`config.mk`:
```
export PLATFORM = sky130hd
export DESIGN_NAME = pq_cmd_buffer_flat
export DESIGN_NICKNAME = d
export VERILOG_FILES = /design/src/rtl/pq_cmd_buffer_if.sv /design/src/rtl/pq_cmd_buffer.sv /design/src/flat_wrapper.sv
export SDC_FILE = /design/constraint.sdc
export NUM_CORES = 1
export LEC_CHECK = 0
export CAP_MARGIN = 25
export CORE_ASPECT_RATIO = 2
export CORE_MARGIN = 2
export CORE_UTILIZATION = 52
export CTS_CLUSTER_SIZE = 14
export DETAILED_ROUTE_END_ITERATION = 8
export MAX_ROUTING_LAYER = met4
export PLACE_DENSITY = 0.86
export SLEW_MARGIN = 25
export SYNTH_ARGS = -nofsm -noshare
export SYNTH_HDL_FRONTEND = slang
export SYNTH_SLANG_ARGS = --single-unit
```
`constraint.sdc`:
```
create_clock -name clk -period 3.2 [get_ports clk]
set_input_delay 0.32 -clock clk [delete_from_list [all_inputs] [get_ports clk]]
set_output_delay 0.32 -clock clk [all_outputs]
set_load 0.03 [all_outputs]
```
`src/rtl/pq_cmd_buffer_if.sv`:
```
// Command/response handshake bundle between a producer and pq_cmd_buffer.
interface pq_cmd_buffer_if #(
    parameter int KW = 8,
    parameter int VW = 8
);
    logic              cmd_valid;
    logic              cmd_ready;
    logic [1:0]        cmd_op;
    logic [KW+VW-1:0]  cmd_kv;
    logic              rsp_valid;
    logic [KW+VW-1:0]  rsp_kv;
    logic              rsp_ready;

    modport master (
        output cmd_valid, cmd_op, cmd_kv, rsp_ready,
        input  cmd_ready, rsp_valid, rsp_kv
    );

    modport slave (
        input  cmd_valid, cmd_op, cmd_kv, rsp_ready,
        output cmd_ready, rsp_valid, rsp_kv
    );
endinterface

```
`src/rtl/pq_cmd_buffer.sv`:
```
// Command FIFO feeding a priority queue one command at a time, with response capture.
// Optional macro PQ_CMD_DROP_EN: illegal head commands are discarded and counted in drop_cnt.
module pq_cmd_buffer #(
    parameter int DEPTH = 4,
    parameter int KW    = 8,
    parameter int VW    = 8
) (
    input  logic               clk,
    input  logic               rst,
    pq_cmd_buffer_if.slave     bus,
    output logic               pq_enq,
    output logic               pq_deq,
    output logic [KW+VW-1:0]   pq_kvi,
    input  logic [KW+VW-1:0]   pq_kvo,
    input  logic               pq_full,
    input  logic               pq_empty,
    input  logic               pq_busy,
    output logic [7:0]         drop_cnt
);
    localparam int W  = KW + VW;
    localparam int AW = $clog2(DEPTH);

    typedef enum logic [1:0] {
        OP_NOP = 2'b00,
        OP_ENQ = 2'b01,
        OP_DEQ = 2'b10,
        OP_REP = 2'b11
    } op_t;

    typedef enum logic [1:0] {
        IDLE,
        ISSUE,
        WAIT,
        RESP
    } state_t;

    op_t          op_mem [DEPTH];
    logic [W-1:0] kv_mem [DEPTH];
    logic [AW:0]  wr_ptr, rd_ptr, wr_next, rd_next;
    logic         fifo_empty, full_next;
    logic         push, pop, issue, head_legal;
    logic         cmd_ready_q, rsp_valid_q;
    logic [W-1:0] rsp_kv_q;
    op_t          head_op, cur_op;
    logic [W-1:0] head_kv;
    state_t       state;
`ifdef PQ_CMD_DROP_EN
    logic         drop;
`endif

    assign bus.cmd_ready = cmd_ready_q;
    assign bus.rsp_valid = rsp_valid_q;
    assign bus.rsp_kv    = rsp_kv_q;

    assign push       = bus.cmd_valid && cmd_ready_q;
    assign fifo_empty = (wr_ptr == rd_ptr);
    assign head_op    = op_mem[rd_ptr[AW-1:0]];
    assign head_kv    = kv_mem[rd_ptr[AW-1:0]];
    assign wr_next    = wr_ptr + (AW+1)'(push);
    assign rd_next    = rd_ptr + (AW+1)'(pop);
    assign full_next  = (wr_next[AW] != rd_next[AW]) &&
                        (wr_next[AW-1:0] == rd_next[AW-1:0]);

    always_comb begin
        head_legal = 1'b1;
        case (head_op)
            OP_ENQ:         head_legal = !pq_full;
            OP_DEQ, OP_REP: head_legal = !pq_empty;
            default:        head_legal = 1'b1;
        endcase
    end

    // Nops retire without touching the queue, so they ignore pq_busy.
    always_comb begin
        pop   = 1'b0;
        issue = 1'b0;
`ifdef PQ_CMD_DROP_EN
        drop  = 1'b0;
`endif
        if (state == IDLE && !fifo_empty) begin
            if (head_op == OP_NOP) begin
                pop = 1'b1;
            end else if (head_legal) begin
                if (!pq_busy) begin
                    pop   = 1'b1;
                    issue = 1'b1;
                end
            end
`ifdef PQ_CMD_DROP_EN
            else begin
                pop  = 1'b1;
                drop = 1'b1;
            end
`endif
        end
    end

    // cmd_ready follows the post-edge fill level so a full FIFO never overfills.
    always_ff @(posedge clk or posedge rst) begin
        if (rst) begin
            wr_ptr      <= '0;
            rd_ptr      <= '0;
            cmd_ready_q <= 1'b0;
        end else begin
            wr_ptr      <= wr_next;
            rd_ptr      <= rd_next;
            cmd_ready_q <= !full_next;
        end
    end

    always_ff @(posedge clk) begin
        if (push) begin
            op_mem[wr_ptr[AW-1:0]] <= op_t'(bus.cmd_op);
            kv_mem[wr_ptr[AW-1:0]] <= bus.cmd_kv;
        end
    end

    always_ff @(posedge clk or posedge rst) begin
        if (rst) begin
            state       <= IDLE;
            cur_op      <= OP_NOP;
            pq_enq      <= 1'b0;
            pq_deq      <= 1'b0;
            pq_kvi      <= '0;
            rsp_valid_q <= 1'b0;
            rsp_kv_q    <= '0;
        end else begin
            case (state)
                IDLE: begin
                    if (issue) begin
                        state  <= ISSUE;
                        cur_op <= head_op;
                        pq_enq <= (head_op == OP_ENQ) || (head_op == OP_REP);
                        pq_deq <= (head_op == OP_DEQ) || (head_op == OP_REP);
                        pq_kvi <= (head_op == OP_DEQ) ? '0 : head_kv;
                    end
                end
                ISSUE: begin
                    state  <= WAIT;
                    pq_enq <= 1'b0;
                    pq_deq <= 1'b0;
                    pq_kvi <= '0;
                end
                WAIT: begin
                    if (!pq_busy) begin
                        if (cur_op == OP_ENQ) begin
                            state <= IDLE;
                        end else begin
                            state       <= RESP;
                            rsp_kv_q    <= pq_kvo;
                            rsp_valid_q <= 1'b1;
                        end
                    end
                end
                RESP: begin
                    if (bus.rsp_ready) begin
                        state       <= IDLE;
                        rsp_valid_q <= 1'b0;
                    end
                end
                default: state <= IDLE;
            endcase
        end
    end

`ifdef PQ_CMD_DROP_EN
    always_ff @(posedge clk or posedge rst) begin
        if (rst) begin
            drop_cnt <= '0;
        end else if (drop && drop_cnt != 8'hFF) begin
            drop_cnt <= drop_cnt + 8'd1;
        end
    end
`else
    assign drop_cnt = '0;
`endif

endmodule

```
`src/flat_wrapper.sv`:
```
// flat-port wrapper written by rule: the top's interface ports become plain ports
module pq_cmd_buffer_flat 
#(
    parameter int DEPTH = 4,
    parameter int KW    = 8,
    parameter int VW    = 8
)
  (clk, rst, pq_enq, pq_deq, pq_kvi, pq_kvo, pq_full, pq_empty, pq_busy, drop_cnt, bus_cmd_valid, bus_cmd_op, bus_cmd_kv, bus_rsp_ready, bus_cmd_ready, bus_rsp_valid, bus_rsp_kv);
  pq_cmd_buffer_if #(.KW(KW), .VW(VW)) bus_i ();
  input  logic clk;
  input  logic rst;
  output logic pq_enq;
  output logic pq_deq;
  output logic [KW+VW-1:0] pq_kvi;
  input  logic [KW+VW-1:0] pq_kvo;
  input  logic pq_full;
  input  logic pq_empty;
  input  logic pq_busy;
  output logic [7:0] drop_cnt;
  input wire logic [$bits(bus_i.cmd_valid)-1:0] bus_cmd_valid;
  input wire logic [$bits(bus_i.cmd_op)-1:0] bus_cmd_op;
  input wire logic [$bits(bus_i.cmd_kv)-1:0] bus_cmd_kv;
  input wire logic [$bits(bus_i.rsp_ready)-1:0] bus_rsp_ready;
  output wire logic [$bits(bus_i.cmd_ready)-1:0] bus_cmd_ready;
  output wire logic [$bits(bus_i.rsp_valid)-1:0] bus_rsp_valid;
  output wire logic [$bits(bus_i.rsp_kv)-1:0] bus_rsp_kv;
  assign bus_i.cmd_valid = bus_cmd_valid;
  assign bus_i.cmd_op = bus_cmd_op;
  assign bus_i.cmd_kv = bus_cmd_kv;
  assign bus_i.rsp_ready = bus_rsp_ready;
  assign bus_cmd_ready = bus_i.cmd_ready;
  assign bus_rsp_valid = bus_i.rsp_valid;
  assign bus_rsp_kv = bus_i.rsp_kv;
  pq_cmd_buffer #(.DEPTH(DEPTH), .KW(KW), .VW(VW)) u_core (.clk(clk), .rst(rst), .bus(bus_i), .pq_enq(pq_enq), .pq_deq(pq_deq), .pq_kvi(pq_kvi), .pq_kvo(pq_kvo), .pq_full(pq_full), .pq_empty(pq_empty), .pq_busy(pq_busy), .drop_cnt(drop_cnt));
endmodule
```
Word level (Yosys, flattened, before mapping)

Memory sizes are Yosys's and may differ from the RTL's.
Index checks and enable logic that the tools add are counted.

Muxes and demuxes: 25
Bitwise logic cells: 2
Reduce and logical (&&, ||, !) cells: 19
Eq/ne operators: 14
Add/sub/neg operators: 2

Operators with widths:

| kind                                                            | count |
|---|---|
| 16-bit two-way mux                                              | 2 |
| 16-bit one-hot mux with 2 select lines                          | 1 |
| 1-bit two-way mux                                               | 13 |
| 2-bit == test, second input constant                            | 4 |
| 2-bit two-way mux                                               | 4 |
| 1-bit one-hot mux with 2 select lines                           | 4 |
| 2-bit one-hot mux with 4 select lines                           | 1 |
| 3-bit by 1-bit adder with 3-bit output                          | 2 |
| 2-bit by 1-bit == test with 1-bit output, second input constant | 3 |
| 2-bit != test, second input constant                            | 3 |
| 3-bit AND reduction                                             | 2 |
| 1-bit logical NOT                                               | 4 |
| 2-bit logical NOT                                               | 2 |
| 2-bit AND reduction                                             | 2 |
| 4-bit AND reduction                                             | 1 |
| 2-bit nonzero test                                              | 2 |
| 3-bit == test                                                   | 1 |
| 1-bit logical AND                                               | 3 |
| 2-bit == test                                                   | 1 |
| 1-bit logical OR                                                | 2 |
| 2-bit by 1-bit != test with 1-bit output, second input constant | 1 |
| 1-bit inverter                                                  | 2 |
| 2-bit OR reduction                                              | 1 |
| 1-bit != test                                                   | 1 |

Memories: 2
Memory bits (writable): 72
Input bits: 41
Bits in registers: 46
Word-level logic and storage cells: 74
Output and inout bits: 44

Memory list:

| memory        | words | width | rd ports | clocked after Yosys merged registers in | wr ports | RTL line            | RTL |
|---|---|---|---|---|---|---|---|
| u_core.kv_mem | 4     | 16    | 1        | 0                                       | 1        | pq_cmd_buffer.sv:38 | `logic [W-1:0] kv_mem [DEPTH];` |
| u_core.op_mem | 4     | 2     | 1        | 0                                       | 1        | pq_cmd_buffer.sv:37 | `op_t op_mem [DEPTH];` |

Depth between registers and ports, before layout

Gate-level depths: netlist of the first run.
An unclocked memory read counts as a cell.

Word-level depth: 11
Gate-level depth with buffers: 10

Least setup slack after synthesis of the first run

OpenSTA, ideal clock, no wires.

Kind: register -> register
Start: reg u_core.cmd_ready_q, in the netlist u_core.bus.cmd_ready
End: mem u_core.kv_mem[2][0] in the netlist's numbering, enable pin
Arrival: 2.076 ns
Required time: 2.780 ns
Cell stages (with the launch flop): 3
Library setup time: 0.420 ns
Setup slack: 0.704 ns
Period minus slack after synthesis: 2.496 ns
Path through: dfrtp_1 nand2_1 nor3b_1

Cells in the longest elaborated chain, start to end: 3

RTL lines:

| element                                 | RTL line             | RTL |
|---|---|---|
| start, declared                         | pq_cmd_buffer.sv:42  | `logic cmd_ready_q, rsp_valid_q;` |
| start signal, assigned                  | pq_cmd_buffer.sv:107 | `cmd_ready_q <= !full_next;` |
| 1-bit logical AND                       | pq_cmd_buffer.sv:55  | `assign push = bus.cmd_valid && cmd_ready_q;` |
| 1-bit two-way mux                       | pq_cmd_buffer.sv:112 | `if (push) begin` |
| 1-bit two-way mux (not written as such) | pq_cmd_buffer.sv:114 | `kv_mem[wr_ptr[AW-1:0]] <= bus.cmd_kv;` |
| end, declared                           | pq_cmd_buffer.sv:38  |  |

No other way between the ends.

Worst setup path after layout of the first run

Start: reg u_core.rd_ptr[1]
End: reg u_core.cmd_ready_q, in the netlist u_core.bus.cmd_ready

Cells in the longest elaborated chain, start to end: 11
Elaborated cells between the ends (all ways): 18

RTL lines:

| element                                  | RTL line             | RTL |
|---|---|---|
| start, declared                          | pq_cmd_buffer.sv:39  | `logic [AW:0] wr_ptr, rd_ptr, wr_next, rd_next;` |
| start signal, assigned                   | pq_cmd_buffer.sv:106 | `rd_ptr <= rd_next;` |
| memory read 4 x 2 bit                    | n/a                  |  |
| 2-bit == test                            | pq_cmd_buffer.sv:66  | `case (head_op)` |
| 2-bit OR reduction                       | pq_cmd_buffer.sv:66  |  |
| 1-bit one-hot mux with 2 select lines    | pq_cmd_buffer.sv:66  |  |
| 1-bit two-way mux                        | pq_cmd_buffer.sv:83  | `end else if (head_legal) begin` |
| 1-bit two-way mux                        | pq_cmd_buffer.sv:81  | `if (head_op == OP_NOP) begin` |
| 1-bit two-way mux                        | pq_cmd_buffer.sv:80  | `if (state == IDLE && !fifo_empty) begin` |
| 3-bit by 1-bit adder with 3-bit output * | pq_cmd_buffer.sv:60  | `assign rd_next = rd_ptr + (AW+1)'(pop);` |
| via u_core.rd_next[2]                    | pq_cmd_buffer.sv:39  |  |
| 1-bit != test *                          | pq_cmd_buffer.sv:61  | `assign full_next = (wr_next[AW] != rd_next[AW]) &&` |
| 1-bit logical AND *                      | pq_cmd_buffer.sv:61  |  |
| 1-bit logical NOT *                      | pq_cmd_buffer.sv:107 |  |

Mark *: on every way through the listed nets, which the timed path passes. The rest lies on a longest branch.
A chain may end at the register's enable or synchronous reset.

==> results of run 1 <==
cell usage after synthesis:
cell and n:
a21bo_1 1, a21boi_0 1, a221oi_1 1, a311oi_2 1, and2_1 1, and2b_1 1
and3_1 1, buf_2 3, buf_4 9, buf_6 2, buf_8 1, clkbuf_1 6
conb_1 1, dfrtp_1 46, edfxtp_1 72, ha_1 4, inv_1 5, mux2_2 19
mux2i_1 21, mux4_2 18, nand2_1 25, nand2b_1 2, nand3_1 16, nor3_1 2
nor3b_1 3, o2111ai_2 1, o21ai_0 4, o21ai_1 1, o22a_1 1, or2_1 1
or2b_1 1, or3_1 1, xnor2_1 4, xor2_1 4
cell type report:
type / count / area share, %
flip-flops and latches: 118 / 52.7
repair buffers: 86 / 13.3
multi-input cells: 143 / 21.4
clock inverters: 15 / 3.60
inverters: 5 / 0.318
well taps: 102 / 2.03
clock buffers: 17 / 6.76
sequential cells by signal (all words and copies together) (netlist names), 2 cells and up:
register	count
u_core.op_mem	8
u_core.kv_mem	64
u_core.wr_ptr	3
u_core.pq_kvi	16
u_core.cur_op	2
u_core.bus.rsp_kv	16
u_core.state	2
u_core.rd_ptr	3
layer usage:
layer  up-vias  wire length (um)  GRT usage, %  share of wire [%]
li1       1222                 -             -                  -
met1      1370              3180          20.9                 36
met2        80              5220          36.0                 58
met3        13               386          6.01                4.3
met4         0               162          9.63                1.8
met5         -                 0             -                  0
through the flow:
stage	cell area, sq um	utilization, %
global placement	5640	63.0
global route	6290	70.3
finish	6290	70.3
floorplan	4800	-
CTS	6290	70.3
detailed placement	5640	63.0
worst paths after layout:
path / to / from / depth (start not counted) / slack (ps)
setup / recovery: u_core.bus.cmd_ready$_DFF_PP0_ / u_core.rd_ptr[1]$_DFF_PP0_ / 9 / 370
hold / removal: u_core.pq_kvi[2]$_DFFE_PP0P_ / rst / 2 / 350
setup reg to reg: u_core.bus.cmd_ready$_DFF_PP0_ / u_core.rd_ptr[1]$_DFF_PP0_ / 9 / 370
hold reg to reg: u_core.bus.rsp_kv[1]$_DFFE_PP0P_ / u_core.bus.rsp_kv[1]$_DFFE_PP0P_ / 1 / 500
max in group asynchronous: u_core.bus.rsp_kv[4]$_DFFE_PP0P_ / rst / 2 / 2360
min in group clk: u_core.bus.rsp_kv[1]$_DFFE_PP0P_ / u_core.bus.rsp_kv[1]$_DFFE_PP0P_ / 1 / 500
worst max-delay path, cell delays in order, from the launching register on:
cell and delay, ps:
dfrtp_1 470, buf_4 340, mux4_2 420, or2_1 280, a21boi_0 210, ha_1 180, ha_1 150, xor2_1 220
xnor2_1 80, or3_1 360
power by group:
group | total [mW] | internal [mW] | leakage [nW] | switching [mW]
Sequential | 2.31 | 2.07 | 1.22 | 0.234
Combinational | 2.34 | 1.10 | 0.989 | 1.24
Clock | 2.06 | 1.38 | 0.311 | 0.675
Total | 6.70 | 4.56 | 2.53 | 2.15
kinds of logic (layout without fill, tap and decap cells):
group | after synthesis | in the layout | synth area share [%]
flip-flops | 118 | 118 | 69.4
buffers and inverters | 26 | 123 | 3.38
other | 1 | 8 | 0.0785
multiplexers | 58 | 58 | 17.4
adder cells (fa/ha/maj) | 4 | 4 | 1.05
XOR/XNOR | 8 | 8 | 1.47
AND/OR/NAND/NOR | 54 | 54 | 5.42
AO/OA/AOI/OAI | 11 | 11 | 1.89
==> flow_metrics.env, run 1 <==
export IMPL_status="complete, no violations"
export IMPL_drv_cap=0
export IMPL_grt_pass1_wl_um=14900
export IMPL_grt_usage_pct=20.7
export IMPL_seq_area_frac_synth_pct=69.4
export IMPL_synth_area_leader_cell="edfxtp_1"
export IMPL_hold_viol=0
export IMPL_wl_per_cell_um=18.4
export IMPL_yosys_warnings=0
export IMPL_regArea_sq_um=3310
export IMPL_rows=49
export IMPL_globalRouteOverflowTotal=0
export IMPL_post_place_cells=454
export IMPL_synth_seq_cells=118
export IMPL_drt_initial_drc_count=104
export IMPL_crit_type="reg -> reg"
export IMPL_synth_cell_types=34
export IMPL_die_y_um=140
export IMPL_leakagePower_nw=2.53
export IMPL_syn_inst=280
export IMPL_fin_ws_ps=368
export IMPL_worstMarginPinSlew_ps=796
export IMPL_ant_nets=0
export IMPL_dieArea_sq_um=10000
export IMPL_p_total_mw=6.70
export IMPL_startpoint_type="flop"
export IMPL_nets=416
export IMPL_min_period_ps=2830
export IMPL_cp_required_ps=3480
export IMPL_hold_slack_ps=349
export IMPL_cts_sinks=118
export IMPL_fp_dieW_um=71.8
export IMPL_power_density_nw_per_um2=1070
export IMPL_final_cell_mix="clkdlybuf4s50_1, edfxtp_1, dfrtp_1, nand2_1, mux2i_1"
export IMPL_setup_viol=0
export IMPL_port_buffers=76
export IMPL_syn_to_final_growth_pct=31.7
export IMPL_netlist_area_sq_um=4780
export IMPL_cts_made_buffers=17
export IMPL_maxSlewHeadroom_pct=46.9
export IMPL_clk_pin_slew_ps=60
export IMPL_hold_class="in -> async"
export IMPL_num_io_pins=85
export IMPL_ctsResizeCount=0
export IMPL_drc=0
export IMPL_pre_cts_slack_ps=294
export IMPL_cts_root_buf="clkbuf_16"
export IMPL_arrival_ps=3120
export IMPL_postCtsSetupRepairBufs=0
export IMPL_grt_max_degree=47
export IMPL_via_count=2685
export IMPL_diodes=0
export IMPL_grt_pass1_vias=2960
export IMPL_gp_congestion=0.839
export IMPL_drive_gt1_share_pct=21.9
export IMPL_clkLatencyLatePin_ps=410
export IMPL_clock_path_buffers=2
export IMPL_wl_um=8940
export IMPL_setup_tns_ps=0
export IMPL_drt_pass1_iter_count=4
export IMPL_cts_tree="built"
export IMPL_multi_input_area_sq_um=1340
export IMPL_irDropWorstVdd_v=0.000554
export IMPL_slew_viol_final=0
export IMPL_cts_max_level=4
export IMPL_netlist_top_cells_area="edfxtp_1, dfrtp_1, mux4_2, mux2_2, mux2i_1"
export IMPL_finClkSkew_ps=5.90
export IMPL_grt_antenna_before_repair=0
export IMPL_cp_end_kind="flop"
export IMPL_fin_crit_sh_pct=88.5
export IMPL_ctsHoldBuffers=0
export IMPL_layout_cells_most_common="clkdlybuf4s50_1"
export IMPL_synth_top_area_share_pct=45.3
export IMPL_max_freq_mhz=353
export IMPL_rsz0062_at_grt="false"
export IMPL_fillers=589
export IMPL_vias_per_cell=5.52
export IMPL_avgSynthCellArea_sq_um=17.1
export IMPL_crit_path_max_fanout=20
export IMPL_start_util_pct=53.4
export IMPL_instances_no_fill=486
export IMPL_hpwlAfterDp_um=6200
export IMPL_core_area_sq_um=8950
Note: power is estimated with default switching activity, not from simulation.
==> run 2, diff against run 1 <==
--- a/config.mk
+++ b/config.mk
@@ -7,10 +7,11 @@
 export LEC_CHECK = 0
 export CAP_MARGIN = 25
 export CORE_ASPECT_RATIO = 2
-export CORE_MARGIN = 2
+export CORE_MARGIN = 1.5
 export CORE_UTILIZATION = 52
 export CTS_CLUSTER_SIZE = 14
 export DETAILED_ROUTE_END_ITERATION = 8
+export GPL_TIMING_DRIVEN = 1
 export MAX_ROUTING_LAYER = met4
 export PLACE_DENSITY = 0.86
 export SLEW_MARGIN = 25
==> run 2 against run 1 <==
  * Clock power down 8%
  * Routed wire length shrank 5.6%
  * Sequential power barely moved
  * Final cell count down 0.21%
  * Largest cell class unchanged
==> flow_metrics.env, run 2 (synthesis results as in run 1) <==
export IMPL_setup_viol=0
export IMPL_drive_gt1_share_pct=20.6
export IMPL_startpoint_type="flop"
export IMPL_p_switching_mw=2.06
export IMPL_drv_cap=0
export IMPL_die_y_um=139
export IMPL_finClkSkew_ps=5.45
export IMPL_min_period_ps=2680
export IMPL_clkLatencyLatePin_ps=410
export IMPL_stdcell_area_sq_um=6230
export IMPL_final_cell_mix="clkdlybuf4s50_1, edfxtp_1, dfrtp_1, nand2_1, mux2i_1"
export IMPL_fillers=609
export IMPL_max_freq_mhz=373
export IMPL_clock_path_buffers=2
export IMPL_layout_cells_most_common="clkdlybuf4s50_1"
export IMPL_postCtsSetupRepairBufs=0
export IMPL_grt_antenna_before_repair=0
export IMPL_grt_pass1_wl_um=13500
export IMPL_rsz0062_at_grt="false"
export IMPL_grt_max_degree=47
export IMPL_drc=0
export IMPL_cts_max_level=4
export IMPL_maxSlewHeadroom_pct=47.2
export IMPL_drt_pass1_iter_count=7
export IMPL_grt_usage_pct=19.1
export IMPL_cp_end_kind="flop"
export IMPL_rows=49
export IMPL_fp_dieW_um=70.8
export IMPL_hpwlAfterDp_um=5570
export IMPL_crit_type="reg -> reg"
export IMPL_setup_tns_ps=0
export IMPL_slew_viol_final=0
export IMPL_dieArea_sq_um=9810
export IMPL_power_density_nw_per_um2=1050
export IMPL_crit_path_max_fanout=6
export IMPL_comb_power_share_pct=35.7
export IMPL_start_util_pct=53.4
export IMPL_post_dp_cell_area_sq_um=5630
export IMPL_pwr_share_seq_pct=35.1
export IMPL_wl_per_cell_um=17.4
export IMPL_ctsResizeCount=0
export IMPL_clockPowerShare_pct=29.2
export IMPL_port_buffers=76
export IMPL_cp_required_ps=3490
export IMPL_ant_nets=0
export IMPL_irDropWorstVdd_v=0.000893
export IMPL_via_count=2647
export IMPL_drt_initial_drc_count=182
export IMPL_hold_class="in -> async"
export IMPL_wl_um=8440
export IMPL_internal_power_mw=4.46
export IMPL_num_io_pins=85
export IMPL_pre_cts_slack_ps=365
export IMPL_arrival_ps=2970
export IMPL_ctsHoldBuffers=0
export IMPL_cts_root_buf="clkbuf_16"
export IMPL_fin_crit_sh_pct=83.9
export IMPL_globalRouteOverflowTotal=0
export IMPL_diodes=0
export IMPL_nets=415
export IMPL_gp_congestion=0.751
export IMPL_core_area_sq_um=8950
export IMPL_status="complete, no violations"
export IMPL_worstMarginPinSlew_ps=793
export IMPL_leakagePower_nw=2.50
export IMPL_vias_per_cell=5.46
export IMPL_p_total_mw=6.51
export IMPL_hold_viol=0
export IMPL_p_sw_share_pct=31.6
export IMPL_largest_register_ffs=64
export IMPL_cts_made_buffers=17
export IMPL_syn_to_final_growth_pct=30.4
export IMPL_final_util_pct=69.6
export IMPL_grt_pass1_vias=2750
export IMPL_cts_sinks=118
export IMPL_cts_tree="built"
export IMPL_fin_ws_ps=516
export IMPL_clk_pin_slew_ps=50
==> run 2: cell types whose count changed in the layout (fill, tap and decap cells not counted), sizes merged <==
cell / change
clkbuf: +4
inv: -2
buf: -1
bufinv: -1
clkinvlp: -1
==> run 2: path summary, 6_finish.rpt <==
check,startpoint,end,slack (ps),depth (start not counted)
max,u_core.rd_ptr[0]$_DFF_PP0_,u_core.bus.cmd_ready$_DFF_PP0_,520,8
min,rst,u_core.pq_kvi[8]$_DFFE_PP0P_,360,2
max reg2reg,u_core.rd_ptr[0]$_DFF_PP0_,u_core.bus.cmd_ready$_DFF_PP0_,520,8
min reg2reg,u_core.bus.rsp_kv[13]$_DFFE_PP0P_,u_core.bus.rsp_kv[13]$_DFFE_PP0P_,500,1
max in group asynchronous,rst,u_core.wr_ptr[1]$_DFF_PP0_,2360,2
min in group clk,u_core.bus.rsp_kv[13]$_DFFE_PP0P_,u_core.bus.rsp_kv[13]$_DFFE_PP0P_,500,1
==> run 2: area by class of cell <==
type	instances	area, sq um	area share [%]
Multi-Input combinational cell	143	1340	21.6
Clock buffer	21	440	7.07
Sequential cell	118	3310	53.2
Timing Repair Buffer	85	828	13.3
Clock inverter	11	156	2.51
Tap cell	102	128	2.05
Inverter	5	20.0	0.321
==> run 2: power by group through the flow <==
stage	clock (mW)	sequential, mW	combinational (mW)
after floorplan	0	2.65	1.28
after global placement	0	2.29	2.29
after detailed placement	0	2.32	2.34
after CTS	1.93	2.29	2.36
after global routing	2.01	2.34	2.49
final	1.90	2.29	2.32
==> run 2: stage by stage <==
stage          std cells  hold slack [ps]
4_1_cts              485              478
5_1_grt              485              435
3_5_place_dp         453              492
6_report             485              356
3_3_place_gp         453              486
2_1_floorplan        287              419
==> run 2: layer usage <==
metal	wire length, um	vias to the layer above	track usage, %
li1	-	1216	-
met1	3210	1317	19.5
met2	4490	89	31.2
met3	447	25	6.25
met4	291	0	11.3
met5	0	-	-
==> run 2: worst max-delay path: stages (launching register included) <==
cell	delay, ps
dfrtp_1	450
mux4_2	610
or2_1	290
a21boi_0	210
ha_1	180
ha_1	160
xor2_1	220
xnor2_1	90
or3_1	360
